File: src/rtl/sipo_baudrate.sv
// sipo_baudrate: UART-style serial-in parallel-out receiver.
// Frame is one start bit (0), eight data bits LSB first and one stop bit (1),
// each bit lasting CLKS_PER_BIT clock cycles. Bits are sampled near their
// centre, HALF cycles after the falling edge of the start bit.
module sipo_baudrate #(
   parameter int unsigned CLKS_PER_BIT = 4
) (
   input  logic       clk,
   input  logic       rst,
   input  logic       sin,
   output logic [7:0] dout,
   output logic       valid,
   output logic       frame_err,
   output logic       busy
);

   localparam logic [2:0] S_IDLE      = 3'd0;
   localparam logic [2:0] S_START     = 3'd1;
   localparam logic [2:0] S_DATA      = 3'd2;
   localparam logic [2:0] S_STOP      = 3'd3;
   localparam logic [2:0] S_WAIT_IDLE = 3'd4;

   // Counter values on which the START and DATA/STOP samples are taken. The
   // counter is cleared on the edge that enters a state, so the sample lands
   // exactly HALF (or CLKS_PER_BIT) edges after that entry.
   localparam logic [7:0] HALF      = 8'(CLKS_PER_BIT / 2);
   localparam logic [7:0] HALF_LAST = HALF - 8'd1;
   localparam logic [7:0] BIT_LAST  = 8'(CLKS_PER_BIT - 1);

   logic [2:0] r_state;
   logic [7:0] r_cnt;
   logic [2:0] r_bit_idx;
   logic [7:0] r_shift;
   logic [7:0] r_dout;
   logic       r_valid;
   logic       r_frame_err;

   logic       w_half_done;
   logic       w_bit_done;

   // Sample strobes decoded from the shared bit-timing counter.
   assign w_half_done = (r_cnt == HALF_LAST);
   assign w_bit_done  = (r_cnt == BIT_LAST);

   // Receiver FSM, bit timing, data capture and registered status pulses.
   // NOTE: every register here is assigned with <= so all of them update
   // from the same pre-edge values; a blocking = would let later statements
   // see already-updated state and skew the sample timing.
   always_ff @(posedge clk or negedge rst) begin
      if (!rst) begin
         // NOTE: the shift register is reset too, not left to power-up
         // garbage; it is only eight flops and the reset state is observable
         // through nothing but keeps simulation free of X after reset.
         r_state     <= S_IDLE;
         r_cnt       <= 8'd0;
         r_bit_idx   <= 3'd0;
         r_shift     <= 8'd0;
         r_dout      <= 8'd0;
         r_valid     <= 1'b0;
         r_frame_err <= 1'b0;
      end else begin
         // Status outputs are single-cycle pulses unless set below.
         r_valid     <= 1'b0;
         r_frame_err <= 1'b0;

         case (r_state)
            S_IDLE: begin
               r_cnt     <= 8'd0;
               r_bit_idx <= 3'd0;
               // An X/Z line compares as unknown, which does not take the
               // branch, so only a definite 0 starts a frame.
               if (sin == 1'b0) begin
                  r_state <= S_START;
               end
            end

            S_START: begin
               if (w_half_done) begin
                  r_cnt <= 8'd0;
                  // Start bit still low at its centre: real frame. Anything
                  // else (1, X, Z) is a glitch and is dropped silently.
                  if (sin == 1'b0) begin
                     r_state   <= S_DATA;
                     r_bit_idx <= 3'd0;
                  end else begin
                     r_state <= S_IDLE;
                  end
               end else begin
                  r_cnt <= r_cnt + 8'd1;
               end
            end

            S_DATA: begin
               if (w_bit_done) begin
                  r_cnt              <= 8'd0;
                  r_shift[r_bit_idx] <= sin;
                  if (r_bit_idx == 3'd7) begin
                     r_state   <= S_STOP;
                     r_bit_idx <= 3'd0;
                  end else begin
                     r_bit_idx <= r_bit_idx + 3'd1;
                  end
               end else begin
                  r_cnt <= r_cnt + 8'd1;
               end
            end

            S_STOP: begin
               if (w_bit_done) begin
                  r_cnt <= 8'd0;
                  if (sin == 1'b1) begin
                     r_dout  <= r_shift;
                     r_valid <= 1'b1;
                     r_state <= S_IDLE;
                  end else begin
                     // Bad stop bit: keep the previous byte and wait for the
                     // line to go high so a break cannot look like a start.
                     r_frame_err <= 1'b1;
                     r_state     <= S_WAIT_IDLE;
                  end
               end else begin
                  r_cnt <= r_cnt + 8'd1;
               end
            end

            S_WAIT_IDLE: begin
               r_cnt <= 8'd0;
               if (sin == 1'b1) begin
                  r_state <= S_IDLE;
               end
            end

            default: begin
               r_state   <= S_IDLE;
               r_cnt     <= 8'd0;
               r_bit_idx <= 3'd0;
            end
         endcase
      end
   end

   assign dout      = r_dout;
   assign valid     = r_valid;
   assign frame_err = r_frame_err;
   assign busy      = (r_state != S_IDLE);

endmodule

File: config.mk
export PLATFORM = sky130hd
export DESIGN_NAME = sipo_baudrate
export DESIGN_NICKNAME = d
export VERILOG_FILES = /design/src/rtl/sipo_baudrate.sv
export SDC_FILE = /design/constraint.sdc
export NUM_CORES = 1
export LEC_CHECK = 0
export ABC_AREA = 1
export CAP_MARGIN = 20
export CORE_ASPECT_RATIO = 0.7
export CORE_MARGIN = 5
export CORE_UTILIZATION = 58
export DETAILED_ROUTE_END_ITERATION = 10
export PLACE_DENSITY_LB_ADDON = 0.08
export SYNTH_ARGS = -nofsm -noshare
export SYNTH_HDL_FRONTEND = slang
export SYNTH_SLANG_ARGS = --single-unit
File: constraint.sdc
create_clock -name clk -period 2.6 [get_ports clk]
set_input_delay 0.78 -clock clk [delete_from_list [all_inputs] [get_ports clk]]
set_output_delay 0.78 -clock clk [all_outputs]
set_load 0.005 [all_outputs]
# Yosys cells after proc, flatten, opt, wreduce, memory -nomap -nowiden
# Index checks and enable logic that the tools add are counted.
# W data, S select, Z words.
op_classes:
  n_reduce_logical: 9
  n_mux: 26
  n_bitwise: 1
  add_sub_neg: 2
  n_lt_le_gt_ge: 2
  n_eq_ne: 14
ops:
  columns: ["op", "n"]
  rows:
  - ["$mux W3", 11]
  - ["$mux W8", 2]
  - ["$pmux W8 S2", 1]
  - ["$pmux W3 S5", 1]
  - ["$ne A2 B2 Y1 const B", 7]
  - ["$pmux W3 S3", 1]
  - ["$add A8 B1 Y8 const B", 1]
  - ["$bwmux W8", 1]
  - ["$eq A8 B1 Y1 const B", 1]
  - ["$eq A8 B2 Y1 const B", 1]
  - ["$mux W1", 7]
  - ["$eq A3 B2 Y1 const B", 2]
  - ["$eq A3 B3 Y1 const B", 2]
  - ["$reduce_and A6 Y1", 1]
  - ["$lt A3 B4 Y1 const B", 1]
  - ["$reduce_and A4 Y1", 1]
  - ["$reduce_or A2 Y1", 2]
  - ["$add A3 B1 Y3 const B", 1]
  - ["$demux W1 S3", 1]
  - ["$eq A3 B1 Y1 const B", 1]
  - ["$ge A3 B1 Y1 const B", 1]
  - ["$logic_not A3 Y1", 1]
  - ["$reduce_and A3 Y1", 1]
  - ["$reduce_bool A3 Y1", 1]
  - ["other kinds (4)", 4]
word_totals:
  register_bits: 32
  elab_cells: 61

# Logic depth before layout (Yosys ltp)
depth:
  word_depth: 5
  ltp_mapped: 9
  mapped_depth_nobuf: 9

# Least setup slack after synthesis
# OpenSTA, ideal clock, no wires.
synth_path:
  path_kind: "input port to flip-flop"
  startpoint: "in sin"
  endpoint: "reg r_state[1]"
  n_path_buf: 1
  path_stages: 8
  setup_slack_ns: 0.963
  required_time_ns: 2.483
  arrival_ns: 1.520
  path_cell_list: "buf_4 > inv_2 > nand3_1 > nand3_1 > nor2_1 > nand2_1 > nand2_1 > nand2_1"
synth_between:
  elab_chain_cells: 3
  elab_cells_between_ends: 6
  classes_between: "eq/ne: 2; mux: 3; reduce/logical: 1"
synth_rtl:
  columns: ["element", "line", "rtl"]
  rows:
  - ["from (decl)", "10", "input logic sin,"]
  - ["$mux W2", "82", "if (sin == 1'b0) begin"]
  - ["$mux W3", "78", "if (w_half_done) begin"]
  - ["$pmux W3 S5", "66", "case (r_state)"]
  - ["to (signal assigned)", "73", "r_state <= S_START;"]
  - ["to (signal assigned)", "83", "r_state <= S_DATA;"]
  - ["to (signal assigned)", "86", "r_state <= S_IDLE;"]
  - ["to (decl)", "30", "logic [2:0] r_state;"]
# Several ways; a longest one is shown, not always the timed one. The select of a mux whose other input is x is not followed.
# A chain may end at the register's enable or synchronous reset.

# Worst setup path in the final report
layout_path:
  startpoint: "reg r_state[0]"
  endpoint: "out busy"
layout_between:
  elab_chain_cells: 1
layout_rtl:
  columns: ["element", "line", "rtl"]
  rows:
  - ["from (signal assigned)", "54", "r_state <= S_IDLE;"]
  - ["from (signal assigned)", "73", null]
  - ["from (signal assigned)", "83", null]
  - ["$reduce_bool A3 Y1", "145", "assign busy = (r_state != S_IDLE);"]
  - ["to (decl)", "14", "output logic busy"]
# Every way passes these cells.

==> impl_metrics.json <==
{
  "outcome": "finished clean",
  "finalSetupTns_ns": 0,
  "yosysMostFrequentCell": "nand2_1",
  "hold_viol": 0,
  "grt_max_degree": 33,
  "ys.flop_type": "dfrtp_1",
  "grt-ovfl-total": 0,
  "final_area_sq_um": 1910,
  "max_slew_margin_pct": 73.5,
  "worst_skew_pair.late_latency_ns": 0.28,
  "num_rows": 16,
  "cts.repair.resized": 0,
  "critical_path.max_stage_delay_ns": 0.46,
  "synth_top_area_share_pct": 49.1,
  "final_max_slew_viol_count": 0,
  "die_area_sq_um": 3990,
  "arrival_ns": 1.51,
  "hold_depth": 2,
  "cts_setup_buffers": 0,
  "first_pass_iters": 4,
  "crit_type": "reg2out",
  "syn_avg_cell_area_sq_um": 8.54,
  "portBuffers": 13,
  "irDropWorstVdd_mv": 0.687,
  "hp-start": "r_shift[4]",
  "synth_edf_count": 0,
  "place.gp.congestion": 0.860,
  "routed.top_layer": "met4",
  "path_clk_slew_ns": 0.06,
  "first_iter_violations": 99,
  "r2r-start": "r_cnt[0]",
  "cts.htree.levels": 2,
  "synth_warnings": 0,
  "syn_inst": 191,
  "r2r_cells": 7,
  "grt_pass1_wl_mm": 5.88,
  "start_kind": "register",
  "cp-startpoint": "r_state[0]",
  "layout-drive-gt1-share_pct": 13.7,
  "fmax_mhz": 437,
  "power_density_nw_per_um2": 934,
  "final_nets": 218,
  "cp_slowest_cell": "clkdlybuf4s50_1",
  "ys_top_cells_by_area": "dfrtp_1 (49%), nand2_1 (14%), nor2_1 (5.5%), nand3_1 (4.3%), ha_1 (3.1%)",
  "period_needed_ns": 2.29,
  "synth.net_count": 198,
  "crit_required_ns": 1.82,
  "maxCapViolCount": 0,
  "dpl.hpwl_mm": 2.45,
  "syn_area_sq_um": 1630,
  "worstMarginPinSlew_ns": 0.398,
  "synth_top_area_cell": "dfrtp_1",
  "cts_hold_buf": 0,
  "yosysSeqAreaShare_pct": 49.1,
  "fin_crit_sh_pct": 88.0,
  "wl_met1_mm": 1.60,
  "crit_path_max_fanout": 5,
  "rsz0062_at_grt": "false",
  "async_flop_share_pct": 100,
  "die_w_um": 73.4,
  "synthDistinctLibCells": 27,
  "cts_tree": "built",
  "wl_mm": 3.36,
  "leakage_nw": 0.944,
  "vias": 1351,
  "grt_use_total_pct": 20.0,
  "placed_area_sq_um": 1800,
  "worst_setup_path_end_kind": "output pin",
  "cts.path.max_buffers": 2,
  "diodes": 0,
  "cts.sink_count": 32,
  "synth_common_cells": "nand2_1 (59), dfrtp_1 (32), nor2_1 (24), nand3_1 (14), inv_1 (11)",
  "ant_nets": 0,
  "area_growth_pct": 17.1,
  "crit_chain": "nor2_1, nand2_1, clkdlybuf4s50_1",
  "drc": 0,
  "viasPerCell": 5.45,
  "setup-violations-final": 0,
  "wl_per_cell_um": 13.6,
  "antenna_found_initial": 0,
  "start_util_pct": 59.5,
  "grt_pass1_vias": 1288,
  "hp-class": "reg2reg",
  "fin_skew_ns": 0.00889,
  "wl_met2_mm": 1.44,
  "io_pins": 14,
  "ys_seq_elements": 32,
  "cts_buffers": 5,
  "coreArea_sq_um": 2740,
  "die_h_um": 54.4,
  "cts-root-buf": "clkbuf_8",
  "wl_met3_um": 249
}
## final timing paths
kind	to	slack, ns
hold / removal	dout[4]	0.47
setup reg to reg	dout[6]	0.93
hold reg to reg	dout[4]	0.47
min in group asynchronous	r_cnt[2]	0.89
max in group asynchronous	r_shift[4]	1.42
setup / recovery	busy	0.31
## logic make-up after synthesis
| family | Yosys count | synth area share [%] |
|---|---|---|
| compound gates | 12 | 3.91 |
| xor+xnor | 3 | 1.61 |
| fa+ha+maj | 4 | 3.07 |
| buf+inv | 17 | 4.75 |
| flops | 32 | 49.1 |
| simple gates | 123 | 37.6 |
## metrics by stage
step	power (W)	setup WS, ns	hold WS (ns)	std cells	utilization [%]
after floorplan	0.00110	0.963	0.442	191	-
after global placement	0.00128	0.517	0.458	240	65.7
after detailed placement	0.00132	0.450	0.457	240	65.7
after CTS	0.00179	0.338	0.466	248	69.7
after global routing	0.00191	0.242	0.496	248	69.7
final	0.00178	0.313	0.467	248	69.7
## worst max-delay path: cells and delay by family (launching register included)
kind	cells	cell delay, ns
flip-flops	1	0.45
AND/OR/NAND/NOR	2	0.32
buffers and inverters	1	0.46
## layer usage
layer,up-vias,track usage [%]
met3,11,6.42
met5,-,0
li1,654,-
met4,0,9.34
met2,63,30.6
met1,623,26.2
## where the power goes
part           leakage [nW]  switching [W]  total, W  internal, W
Sequential            0.398      0.0000920  0.000680     0.000588
Clock                0.0552       0.000178  0.000462     0.000284
Combinational         0.491       0.000394  0.000642     0.000249
Total                 0.944       0.000664   0.00178      0.00112
## flip-flops by register name, indices dropped and copies added, names as in the netlist
signal     count
dout           8
r_cnt          8
r_shift        8
r_bit_idx      3
r_state        3
frame_err      1
valid          1
## placed cells by master, fill, tap and decap left out, types with 2 or more instances in the layout
| cell type | netlist | layout |
|---|---|---|
| nor2_4 | 3 | 3 |
| clkdlybuf4s50_1 | 0 | 13 |
| inv_2 | 3 | 3 |
| nor2_2 | 3 | 3 |
| o21ai_1 | 8 | 8 |
| nand4_1 | 8 | 8 |
| buf_4 | 1 | 2 |
| clkbuf_8 | 0 | 5 |
| o21ai_0 | 3 | 3 |
| nand2_1 | 59 | 59 |
| dfrtp_1 | 32 | 32 |
| nand2_2 | 3 | 3 |
| nand3_1 | 14 | 14 |
| ha_1 | 4 | 4 |
| nor2_1 | 24 | 24 |
| nor3b_2 | 2 | 2 |
| xor2_1 | 2 | 2 |
| inv_1 | 11 | 11 |
## cell type report
type | count | area, sq um
Multi-Input combinational cell | 142 | 753
Clock buffer | 6 | 72.6
Inverter | 15 | 58.8
Timing Repair Buffer | 15 | 145
Clock inverter | 2 | 35.0
Sequential cell | 32 | 801
Fill cell | 211 | 832
Tap cell | 36 | 45.0
Note: power is estimated with default switching activity, not from simulation.
